==> config.mk <==
export PLATFORM = sky130hd
export DESIGN_NAME = bird_plotter
export DESIGN_NICKNAME = d
export VERILOG_FILES = /design/src/rtl/bird_plotter_pkg.sv /design/src/rtl/bird_plotter_raster_counter.sv /design/src/rtl/bird_plotter.sv
export SDC_FILE = /design/constraint.sdc
export NUM_CORES = 1
export LEC_CHECK = 0
export CAP_MARGIN = 15
export CORE_MARGIN = 5
export CORE_UTILIZATION = 55
export CTS_CLUSTER_DIAMETER = 30
export DETAILED_ROUTE_END_ITERATION = 8
export PLACE_DENSITY = 0.82
export REMOVE_ABC_BUFFERS = 1
export SLEW_MARGIN = 30
export SYNTH_ARGS = -nofsm -noshare
export SYNTH_HDL_FRONTEND = slang
export SYNTH_SLANG_ARGS = --single-unit
==> constraint.sdc <==
create_clock -name CLOCK_50 -period 8.68 [get_ports CLOCK_50]
set_input_delay 1.302 -clock CLOCK_50 [delete_from_list [all_inputs] [get_ports CLOCK_50]]
set_output_delay 1.302 -clock CLOCK_50 [all_outputs]
set_load 0.01 [all_outputs]
==> src/rtl/bird_plotter_pkg.sv <==
// Shared screen geometry, coordinate/colour widths and FSM state type for the bird sprite plotter.
package bird_plotter_pkg;

    localparam int SCREEN_W = 160;
    localparam int SCREEN_H = 120;
    localparam int X_W      = 8;
    localparam int Y_W      = 7;
    localparam int COLOUR_W = 3;

    localparam logic [COLOUR_W-1:0] ERASE_COLOUR = 3'b000;

    typedef enum logic [1:0] {
        ST_IDLE  = 2'd0,
        ST_ERASE = 2'd1,
        ST_DRAW  = 2'd2,
        ST_DONE  = 2'd3
    } plot_state_t;

endpackage

==> src/rtl/bird_plotter_raster_counter.sv <==
// Walks one pixel index over the sprite box in raster order, keeping col/row alongside it.
module bird_plotter_raster_counter #(
    parameter int SPR_W = 5,
    parameter int SPR_H = 4,
    parameter int IDX_W = $clog2(SPR_W * SPR_H),
    parameter int COL_W = $clog2(SPR_W),
    parameter int ROW_W = $clog2(SPR_H)
) (
    input  logic             CLOCK_50,
    input  logic             resetn,
    input  logic             clear,
    input  logic             enable,
    output logic [IDX_W-1:0] idx,
    output logic [COL_W-1:0] col,
    output logic [ROW_W-1:0] row,
    output logic             last
);

    localparam int N = SPR_W * SPR_H;

    assign last = (idx == IDX_W'(N - 1));

    // advance index and col/row together; wrap to pixel 0 after the last pixel so phases chain
    always_ff @(posedge CLOCK_50 or negedge resetn) begin
        if (!resetn) begin
            idx <= '0;
            col <= '0;
            row <= '0;
        end else if (clear || (enable && last)) begin
            idx <= '0;
            col <= '0;
            row <= '0;
        end else if (enable) begin
            idx <= idx + 1'b1;
            if (col == COL_W'(SPR_W - 1)) begin
                col <= '0;
                row <= row + 1'b1;
            end else begin
                col <= col + 1'b1;
            end
        end
    end

endmodule

==> src/rtl/bird_plotter.sv <==
// Erases the previously drawn bird box, then draws the sprite bitmap at the new position,
// emitting one pixel write per cycle on the VGA adapter plot port.
//
// state | meaning
// IDLE  | waiting for go; plot low
// ERASE | writing ERASE_COLOUR over the old box, one pixel per cycle
// DRAW  | writing opaque sprite pixels over the new box
// DONE  | pulse done, drop busy, remember the new box as the old one
module bird_plotter
    import bird_plotter_pkg::*;
#(
    parameter int SPR_W = 5,
    parameter int SPR_H = 4
) (
    input  logic                   CLOCK_50,
    input  logic                   resetn,
    input  logic                   go,
    input  logic [X_W-1:0]         pos_x,
    input  logic [Y_W-1:0]         pos_y,
    input  logic [SPR_W*SPR_H-1:0] pattern,
    input  logic [COLOUR_W-1:0]    sprite_colour,
    output logic [X_W-1:0]         x,
    output logic [Y_W-1:0]         y,
    output logic [COLOUR_W-1:0]    colour,
    output logic                   plot,
    output logic                   busy,
    output logic                   done
);

    localparam int N     = SPR_W * SPR_H;
    localparam int IDX_W = $clog2(N);
    localparam int COL_W = $clog2(SPR_W);
    localparam int ROW_W = $clog2(SPR_H);

    plot_state_t         state;
    logic [X_W-1:0]      old_x, new_x;
    logic [Y_W-1:0]      old_y, new_y;
    logic                old_valid;
    logic [N-1:0]        pat_q;
    logic [COLOUR_W-1:0] spr_colour_q;

    logic [IDX_W-1:0]    idx;
    logic [COL_W-1:0]    col;
    logic [ROW_W-1:0]    row;
    logic                last;

    logic [X_W:0]        px;
    logic [Y_W:0]        py;
    logic                on_screen;

    bird_plotter_raster_counter #(
        .SPR_W (SPR_W),
        .SPR_H (SPR_H)
    ) u_counter (
        .CLOCK_50 (CLOCK_50),
        .resetn   (resetn),
        .clear    (state == ST_IDLE),
        .enable   ((state == ST_ERASE) || (state == ST_DRAW)),
        .idx      (idx),
        .col      (col),
        .row      (row),
        .last     (last)
    );

    // pixel coordinate one bit wider than the port so boxes near the edge never wrap back on-screen
    always_comb begin
        px        = (state == ST_ERASE) ? {1'b0, old_x} : {1'b0, new_x};
        py        = (state == ST_ERASE) ? {1'b0, old_y} : {1'b0, new_y};
        px        = px + (X_W + 1)'(col);
        py        = py + (Y_W + 1)'(row);
        on_screen = (px < (X_W + 1)'(SCREEN_W)) && (py < (Y_W + 1)'(SCREEN_H));
    end

    // sequencing FSM with registered plot-port outputs
    always_ff @(posedge CLOCK_50 or negedge resetn) begin
        if (!resetn) begin
            state        <= ST_IDLE;
            x            <= '0;
            y            <= '0;
            colour       <= '0;
            plot         <= 1'b0;
            busy         <= 1'b0;
            done         <= 1'b0;
            old_x        <= '0;
            old_y        <= '0;
            old_valid    <= 1'b0;
            new_x        <= '0;
            new_y        <= '0;
            pat_q        <= '0;
            spr_colour_q <= '0;
        end else begin
            case (state)
                ST_IDLE: begin
                    plot <= 1'b0;
                    done <= 1'b0;
                    if (go) begin
                        new_x        <= pos_x;
                        new_y        <= pos_y;
                        pat_q        <= pattern;
                        spr_colour_q <= sprite_colour;
                        busy         <= 1'b1;
                        state        <= old_valid ? ST_ERASE : ST_DRAW;
                    end
                end
                ST_ERASE: begin
                    x      <= px[X_W-1:0];
                    y      <= py[Y_W-1:0];
                    colour <= ERASE_COLOUR;
                    plot   <= on_screen;
                    if (last) state <= ST_DRAW;
                end
                ST_DRAW: begin
                    x      <= px[X_W-1:0];
                    y      <= py[Y_W-1:0];
                    colour <= spr_colour_q;
                    plot   <= pat_q[idx] && on_screen;
                    if (last) state <= ST_DONE;
                end
                ST_DONE: begin
                    plot      <= 1'b0;
                    busy      <= 1'b0;
                    done      <= 1'b1;
                    old_x     <= new_x;
                    old_y     <= new_y;
                    old_valid <= 1'b1;
                    state     <= ST_IDLE;
                end
                default: state <= ST_IDLE;
            endcase
        end
    end

endmodule
==> impl_results.md, run 1 <==
- Outcome: finished, final reports clean
- CP Launch Type: flop
- Power Density: 388 nW/µm²
- Area grow syn2layout: 19.4%
- Final wirelength: 8100 µm
- Die span in y: 99.2 µm
- Postcts setup bufs: 0
- Worst VDD drop: 0.167 mV
- Initial antenna violation count: 0
- Yosys reg bits: 87
- Core Rows: 32
- Pre-antenna DRT Iters: 4
- Worst Path Buf+Inv: 2
- RD Place Congestion: 0.845
- Met1 usage: 23.6%
- Max-cap violations: 0
- Vias in the first global route: 2,969
- # hold bufs at CTS: 0
- DRC: 0
- Critical Path Most Common Cell: ha_1
- Post-DR wirelength/cell: 15.9 µm
- Total gr overflow: 0
- Peak per-stage delay on the critical path: 0.49 ns
- Hold WS: 0.476 ns
- Synthesized area: 4380 µm²
- M3 GR Usage: 4.28%
- Arr. time, crit path: 3.34 ns
- Primary FF master, synth: dfrtp_1
- Yosys Warn Count: 0
- Initial Util: 56.7%
- Setup TNS: 0 ns
- Leak pwr: 2.20 nW
- Hold Path Cell Cnt: 1
- Worst-margin pin slew: 0.865 ns
- Top-area cell type share of the netlist area: 49.7%
- Diodes inserted: 0
- DR iter-0 viols: 114
- Min-Delay Path Class: reg -> reg
- Clock Latency Late Sink: 0.35 ns
- Cell Chain, Critical Path: inv_1 > ha_1 > buf_4 > mux2_2 > ha_1 > fa_1 > and4b_1 > a21oi_1 > a2111oi_2 > nor4_1
- Leading cell type in the layout, fill and taps excluded: dfrtp_1
- Max stage delay cell, worst path: fa_1
- Root Buffer: clkbuf_8
- Power Total: 2.03 mW
- I/O Buffers: 61
- Minimum clock period: 3.09 ns
- Final period util: 35.6%
- Ys async rst share: 100%
- FMAX: 324 MHz
- CP Class: reg -> reg
- RSZ-0062 raised after global routing: false
- Delay-heaviest family, CP: adder cells
- Slew Limit Headroom: 42.3%
- Final setup fails: 0
- Setup crit end kind: flop
- Post-cts resize count: 0
- DR vias: 2,801
- Synth area leader: dfrtp_1
- Top Ports: 62
- Dpl hpwl: 5810 µm
- Post-synth cell types: 54
- First-pass GRT wire length: 14,000 µm
- Commonest non-fill, non-tap cells in the layout: 87 x dfrtp_1, 70 x mux2_2, 60 x clkdlybuf4s50_1
- Ranking of synthesized cells by area: dfrtp_1 50%, mux2_2 18%, ha_1 4.0%
- Mean Syn Cell Area: 12.7 µm²
- Routing usage on met2: 29.0%
- Final Max Tran Viols: 0
- Post-synth EDFFs: 0
- Final ANT Viol Nets: 0
- Fill cells: 551
- Core area: 7730 µm²
- Htree depth: 3
- Crit path depth: 10
- Fin Clk Skew: 0.00643 ns
- Vias per cell: 5.51
- Worst-case reg-to-reg path depth: 10
- Number of CTS-inserted buffers: 9
- Final Hold Viols: 0
- Worst slack, placed: 5.46 ns
- Global-route usage over all layers: 17.8%
- Clk slew on worst S/H paths: 0.08 ns
- GR peak layer: met2
- Largest fanout on the critical path: 23
- Clock Tree Buf Depth: 2
- CTS Sinks: 87
- Layout Nets: 459
- Worst Path Required: 8.93 ns
- Die Wd: 99.2 µm
- Mapped Cells: 344
- Setup ws final: 5.59 ns
- Seq/Total Area, Yosys: 49.7%
- CTS tree: done
- Layout cells sized above 1: 26.6%
- Largest net degree at the start of global routing: 88
- Area of the die: 9850 µm²
-- cell usage after synthesis, types with 3 or more instances --
cell,number
xnor2_1,8
buf_2,5
nand4_1,4
o21ai_0,18
nor3_1,3
a21oi_1,12
xor2_1,3
ha_1,14
nand2_1,19
nand3_1,8
a31oi_1,3
nor2_1,13
nand2b_1,4
dfrtp_1,87
mux2i_1,7
o21ai_1,3
inv_1,11
mux4_2,5
nor2b_1,3
mux2i_2,3
mux2_2,70
clkbuf_1,5
-- final cells by class --
class,count,area [µm²],area share [%]
timing repair buffer,63,627,12.0
clock inverter,4,45.0,0.862
tap,102,128,2.44
inverter,11,41.3,0.790
sequential,87,2180,41.6
clock buffer,11,151,2.90
multi-input combinational,230,2060,39.4
-- layer usage --
metal / vias to the layer above / routed length (µm)
met5: - / 0
met4: 0 / 108
met3: 8 / 355
met2: 53 / 4030
met1: 1397 / 3610
li1: 1343 / -
-- through the flow --
stage / util, % / instance area [µm²] / instances
2_1_floorplan: - / 4270 / 328
3_3_place_gp: 65.0 / 5020 / 493
3_5_place_dp: 65.1 / 5030 / 493
4_1_cts: 67.6 / 5230 / 508
5_1_grt: 67.6 / 5230 / 508
6_report: 67.6 / 5230 / 508
-- cells by family after synthesis --
family                   count (synthesis)  share of synthesized area, %
XOR/XNOR                                11                          2.20
AO/OA/AOI/OAI                           47                          6.71
AND/OR/NAND/NOR                         69                          9.14
buffers and inverters                   27                          3.34
flip-flops                              87                          49.7
adder cells (fa/ha/maj)                 16                          4.91
multiplexers                            87                          24.0
-- power by group --
part / total [mW] / leakage (nW) / internal, mW / switching (mW)
Sequential: 0.770 / 1.05 / 0.610 / 0.160
Combinational: 0.979 / 1.05 / 0.542 / 0.437
Clock: 0.279 / 0.105 / 0.146 / 0.134
Total: 2.03 / 2.20 / 1.30 / 0.730
-- state kept, by name, summed over array words and instances, names as in the netlist, 2 cells and up --
signal / count
pat_q: 20
state: 2
new_y: 7
old_x: 8
u_counter.idx: 5
colour: 3
u_counter.row: 2
old_y: 7
y: 7
new_x: 8
x: 8
u_counter.col: 3
spr_colour_q: 3
-- path summary, 6_finish.rpt --
| path | from | endpoint | slack, ns |
|---|---|---|---|
| max | state[1] | plot | 5.59 |
| min | old_valid | old_valid | 0.48 |
| min reg2reg | old_valid | old_valid | 0.48 |
| max in group asynchronous | resetn | u_counter.idx[2] | 7.16 |
| min in group asynchronous | resetn | new_x[3] | 1.01 |
| max reg2reg | state[1] | plot | 5.59 |
Power figures use the tool's default switching activity.
==> run 2: changes to the inputs <==
==> constraint.sdc (replaced) <==
create_clock -name CLOCK_50 -period 3 [get_ports CLOCK_50]
set_input_delay 0.45 -clock CLOCK_50 [delete_from_list [all_inputs] [get_ports CLOCK_50]]
set_output_delay 0.45 -clock CLOCK_50 [all_outputs]
set_load 0.01 [all_outputs]
==> run 2 against run 1 <==
Clock skew shrank 0.00092 ns. Total power grew to 3.0 times the previous value. Global-route usage grew 1.2 points. First-iteration DRC count grew 32%. Final area grew 1.5%.
==> impl_results.md, run 2 (synthesis gave the netlist of run 1 again) <==
- Outcome: finished, final reports clean
- Vias per cell: 5.54 (+0.44%)
- Worst Path Buf+Inv: 2 (unchanged)
- Post-cts resize count: 0 (unchanged)
- Power Density: 1150 nW/µm² (+200%)
- R2R Path Start: state[1]
- Power Total: 6.10 mW (+200%)
- Htree depth: 3 (unchanged)
- Reg2reg end: plot
- Final Max Tran Viols: 0 (unchanged)
- Root Buffer: clkbuf_8
- Delay-heaviest family, CP: adder cells
- Clk slew on worst S/H paths: 0.08 ns (about the same)
- Diodes inserted: 0 (unchanged)
- CTS tree: done
- Setup crit end kind: flop
- Max-cap violations: 0 (unchanged)
- Number of CTS-inserted buffers: 9 (unchanged)
- Max reg flops: 20 (unchanged)
- FMAX: 352 MHz (+8.7%)
- Final Hold Viols: 0 (unchanged)
- Top Ports: 62 (unchanged)
- Total gr overflow: 0 (unchanged)
- Slew Limit Headroom: 39.4% (-2.9 points)
- Core area: 7730 µm² (unchanged)
- DRC: 0 (unchanged)
- Worst Path Required: 3.23 ns (-5.70 ns)
- Worst VDD drop: 0.505 mV (+200%)
- Final period util: 94.7% (+59 points)
- Initial Util: 56.7% (unchanged)
- Commonest non-fill, non-tap cells in the layout: 87 x dfrtp_1, 70 x mux2_2, 60 x clkdlybuf4s50_1
- Leak pwr: 2.23 nW (+1.4%)
- First-pass GRT wire length: 14,800 µm (+5.6%)
- Worst-case reg-to-reg path depth: 10 (unchanged)
- Clock Latency Late Sink: 0.36 ns (about the same)
- Min-Delay Path Class: in -> async
- Global-route usage over all layers: 19.0% (+1.2 points)
- Area of placed instances: 5060 µm² (+0.60%)
- Clock Tree Buf Depth: 2 (unchanged)
- Pre-antenna DRT Iters: 4 (unchanged)
- Final design utilization: 68.7% (+1.0 points)
- Dpl hpwl: 6060 µm (+4.2%)
- Final setup fails: 0 (unchanged)
- Fill cells: 557 (+1.1%)
- CP Class: reg -> reg
- CP Launch Type: flop
- CTS Sinks: 87 (unchanged)
- Final ANT Viol Nets: 0 (unchanged)
- Area of the die: 9850 µm² (unchanged)
- Max stage delay cell, worst path: fa_1
- RD Place Congestion: 0.844 (about the same)
- Worst-margin pin slew: 0.909 ns (+0.0433 ns)
- Post-DR wirelength/cell: 16.6 µm (+4.4%)
- Die span in y: 99.2 µm (unchanged)
- Leading cell type in the layout, fill and taps excluded: dfrtp_1
- Layout Nets: 463 (+0.87%)
- Setup TNS: 0 ns (unchanged)
- DR iter-0 viols: 150 (+32%)
- # hold bufs at CTS: 0 (unchanged)
- Top reg by flops: pat_q
- R2R Setup Slk: 0.16 ns (-5.43 ns)
- Arr. time, crit path: 3.07 ns (-0.27 ns)
- Finished layout cell area: 5310 µm² (+1.5%)
- Largest net degree at the start of global routing: 88 (unchanged)
- Area grow syn2layout: 21.2%
- DR vias: 2,841 (+1.4%)
- Vias in the first global route: 3,056 (+2.9%)
- Largest fanout on the critical path: 13 (-43%)
- Postcts setup bufs: 0 (unchanged)
- Initial antenna violation count: 0 (unchanged)
- Cell Chain, Critical Path: inv_1 > ha_1 > buf_6 > mux2_2 > fa_1 > a21oi_2 > nor2_2 > xor2_1 > a211oi_1 > nor4_2
- Die Wd: 99.2 µm (unchanged)
- Layout cells sized above 1: 28.0% (+1.4 points)
- Core Rows: 32 (unchanged)
- RSZ-0062 raised after global routing: false
- Final wirelength: 8540 µm (+5.4%)
- I/O Buffers: 61 (unchanged)
- Peak per-stage delay on the critical path: 0.46 ns (-0.03 ns)
- Fin Clk Skew: 0.00551 ns (-0.000924 ns)
- Minimum clock period: 2.84 ns (-0.246 ns)
-- run 2: metrics by stage --
step / setup slack [ns] / hold WS, ns / cells
after floorplan: -0.185 / 0.154 / 328
after global placement: 0.230 / 0.455 / 497
after detailed placement: 0.118 / 0.455 / 497
after CTS: 0.0869 / 0.174 / 513
after global routing: 0.00186 / 0.203 / 513
final: 0.159 / 0.134 / 513
-- run 2: layout make-up --
type / instances / area (µm²) / area share, %
Multi-Input combinational cell: 230 / 2070 / 39.0
Timing Repair Buffer: 67 / 661 / 12.4
Tap cell: 102 / 128 / 2.40
Clock inverter: 5 / 80.1 / 1.51
Clock buffer: 11 / 151 / 2.85
Inverter: 11 / 41.3 / 0.778
Sequential cell: 87 / 2180 / 41.0
-- run 2: report_power, final --
part	switching (mW)	internal [mW]	total (mW)	leakage, nW
clock network	0.419	0.513	0.932	0.112
logic	1.31	1.61	2.92	1.07
registers	0.480	1.76	2.24	1.05
-- run 2: metal layers --
layer / track usage (%) / wire length [µm] / vias up
met1: 24.2 / 3770 / 1416
met3: 5.68 / 388 / 13
met4: 6.83 / 142 / 0
met5: 0 / 0 / -
met2: 30.8 / 4240 / 58
li1: - / - / 1354
-- run 2: worst register-to-register path, cell delays in order (launching register included) --
cell and delay [ns]:
dfrtp_1 0.43, inv_1 0.10, ha_1 0.27, buf_6 0.20
mux2_2 0.38, fa_1 0.46, a21oi_2 0.18, nor2_2 0.07
xor2_1 0.17, a211oi_1 0.34, nor4_2 0.11
-- run 2: how the worst max path moves through the flow --
stage,endpoint,cells past startpoint,from,slack (ns)
floorplan,plot,10,state[1],-0.19
global placement,plot,10,state[1],0.23
detailed placement,plot,10,state[1],0.12
CTS,plot,10,state[1],0.09
global route,plot,10,state[1],0.002
finish,plot,10,state[1],0.16
==> run 3: changes to the inputs <==
--- a/config.mk
+++ b/config.mk
@@ -6,13 +6,11 @@
 export NUM_CORES = 1
 export LEC_CHECK = 0
 export CAP_MARGIN = 15
-export CORE_MARGIN = 5
 export CORE_UTILIZATION = 55
 export CTS_CLUSTER_DIAMETER = 30
 export DETAILED_ROUTE_END_ITERATION = 8
 export PLACE_DENSITY = 0.82
 export REMOVE_ABC_BUFFERS = 1
-export SLEW_MARGIN = 30
 export SYNTH_ARGS = -nofsm -noshare
 export SYNTH_HDL_FRONTEND = slang
 export SYNTH_SLANG_ARGS = --single-unit
==> run 3 against run 2 <==
Final area shrank 0.78%. Sequential cell count is the same. Non-clock buffer count is the same. Fmax grew 3.7%. Clock power shrank 22%. Largest power group unchanged. Highest routed layer unchanged.
==> impl_results.md, run 3 (synthesis gave the netlist of run 1 again) <==
- Setup crit end kind: flop
- Global-route usage over all layers: 20.9% (+1.9 points)
- Power Density: 1110 nW/µm² (-3.1%)
- Initial Util: 56.7% (unchanged)
- Slew Limit Headroom: 38.3% (-1.1 points)
- Worst VDD drop: 0.555 mV (+9.9%)
- Final Hold Viols: 0 (unchanged)
- First-pass GRT wire length: 13,400 µm (-9.4%)
- Diodes inserted: 0 (unchanged)
- Final period util: 91.4% (-3.3 points)
- Htree depth: 3 (unchanged)
- Pre-antenna DRT Iters: 4 (unchanged)
- Finished layout cell area: 5270 µm² (-0.78%)
- Root Buffer: clkbuf_8
- Vias per cell: 5.50 (-0.67%)
- Initial antenna violation count: 0 (unchanged)
- Outcome: finished, final reports clean
- Layout Nets: 463 (unchanged)
- Dpl hpwl: 5700 µm (-5.9%)
- Min-Delay Path Class: in -> async
- RD Place Congestion: 0.836 (-0.94%)
- R2R Path Start: state[1]
- Top reg by flops: pat_q
- Largest net degree at the start of global routing: 88 (unchanged)
- Max reg flops: 20 (unchanged)
- Worst-margin pin slew: 0.925 ns (+0.0169 ns)
- Clock Latency Late Sink: 0.36 ns (about the same)
- Core Rows: 32 (unchanged)
- Number of CTS-inserted buffers: 9 (unchanged)
- Post-Layout Cell Count: 513 (unchanged)
- Max-cap violations: 0 (unchanged)
- CTS tree: done
- Core area: 7730 µm² (unchanged)
- Largest fanout on the critical path: 8 (-5)
- Clk slew on worst S/H paths: 0.09 ns (about the same)
- Final ANT Viol Nets: 0 (unchanged)
- DR vias: 2,822 (-0.67%)
- FMAX: 365 MHz (+3.7%)
- Clock Tree Buf Depth: 2 (unchanged)
- Arr. time, crit path: 2.98 ns (-0.09 ns)
- Final Max Tran Viols: 0 (unchanged)
- Post-DR wirelength/cell: 15.7 µm (-5.5%)
- Power Total: 5.86 mW (-3.9%)
- Area grow syn2layout: 20.3%
- Minimum clock period: 2.74 ns (-0.100 ns)
- Layout cells sized above 1: 27.5% (-0.49 points)
- Final wirelength: 8070 µm (-5.5%)
- Area of the die: 8320 µm² (-15%)
- Die Wd: 91.2 µm (-8.1%)
- DRC: 0 (unchanged)
- Total gr overflow: 0 (unchanged)
- Area of placed instances: 5060 µm² (about the same)
- Die span in y: 91.2 µm (-8.1%)
- Leak pwr: 2.21 nW (-1.0%)
- Postcts setup bufs: 0 (unchanged)
- Fill cells: 574 (+3.1%)
- Commonest non-fill, non-tap cells in the layout: 87 x dfrtp_1, 70 x mux2_2, 60 x clkdlybuf4s50_1
- I/O Buffers: 61 (unchanged)
- Top Ports: 62 (unchanged)
- Fin Clk Skew: 0.00722 ns (+0.00171 ns)
- CP Class: reg -> reg
- CTS Sinks: 87 (unchanged)
- Final setup fails: 0 (unchanged)
- Critical Path Start: state[1]
- Leading cell type in the layout, fill and taps excluded: dfrtp_1
- CP Launch Type: flop
- Worst Path Required: 3.24 ns (about the same)
- RSZ-0062 raised after global routing: false
- Vias in the first global route: 2,815 (-7.9%)
- DR iter-0 viols: 73 (-51%)
- # hold bufs at CTS: 0 (unchanged)
- Placed cells: 496 (-0.20%)
run 3: cell count changes in the layout (fill, tap and decap cells not counted), sizes merged:
cell,change
clkinvlp,+1
inv,+2
clkbuf,-1
bufinv,-2
run 3: final timing paths:
kind                                   to  slack (ns)  cells after the start
worst max register to register       plot        0.26                     10
worst min-delay path                 x[1]        0.05                      1
min in group CLOCK_50           old_valid        0.49                      1
max in group asynchronous        new_y[2]        2.34                      2
worst max-delay path                 plot        0.26                     10
worst min register to register  old_valid        0.49                      1
run 3: worst max-delay path, stage by stage (launching register included):
cell and delay (ns):
dfrtp_1 0.43, inv_1 0.10, ha_2 0.29, buf_4 0.23, mux2_2 0.38, ha_1 0.27
a21oi_1 0.21, or2_1 0.20, nor2_1 0.08, a2111oi_2 0.34, nor4_1 0.09
run 3: area by class of cell:
class / instances / area [µm²] / share of cell area [%]
Timing Repair Buffer: 67 / 686 / 13.0
Multi-Input combinational cell: 230 / 2060 / 39.2
Tap cell: 102 / 128 / 2.42
Clock buffer: 10 / 128 / 2.42
Clock inverter: 6 / 45.0 / 0.855
Inverter: 11 / 41.3 / 0.784
Sequential cell: 87 / 2180 / 41.3
run 3: metal layers:
layer,share of wire (%),global-route usage (%),vias to the layer above
li1,-,-,1350
met1,45,28.8,1407
met2,51,33.2,57
met3,3.6,3.69,8
met4,1.1,8.07,0
met5,0,0,-
run 3: repair_timing:
item	in CTS	in global routing
endpoints found under the hold margin	0	0
setup endpoints to repair	0	1
gates resized for setup	0	2
run 3: report_power, final:
group	switching, mW	internal (mW)	total [mW]
Clock	0.424	0.305	0.729
Sequential	0.483	1.76	2.25
Combinational	1.28	1.61	2.89
run 3: through the flow:
step	TNS [ns]	hold slack, ns	utilization (%)	worst slack (ns)
after floorplan	-0.477	0.154	-	-0.185
after CTS	0	0.328	67.7	0.118
after detailed placement	0	0.460	65.5	0.151
after global routing	0	0.0819	68.2	0.0209
final	0	0.0534	68.2	0.259
after global placement	0	0.456	65.5	0.206
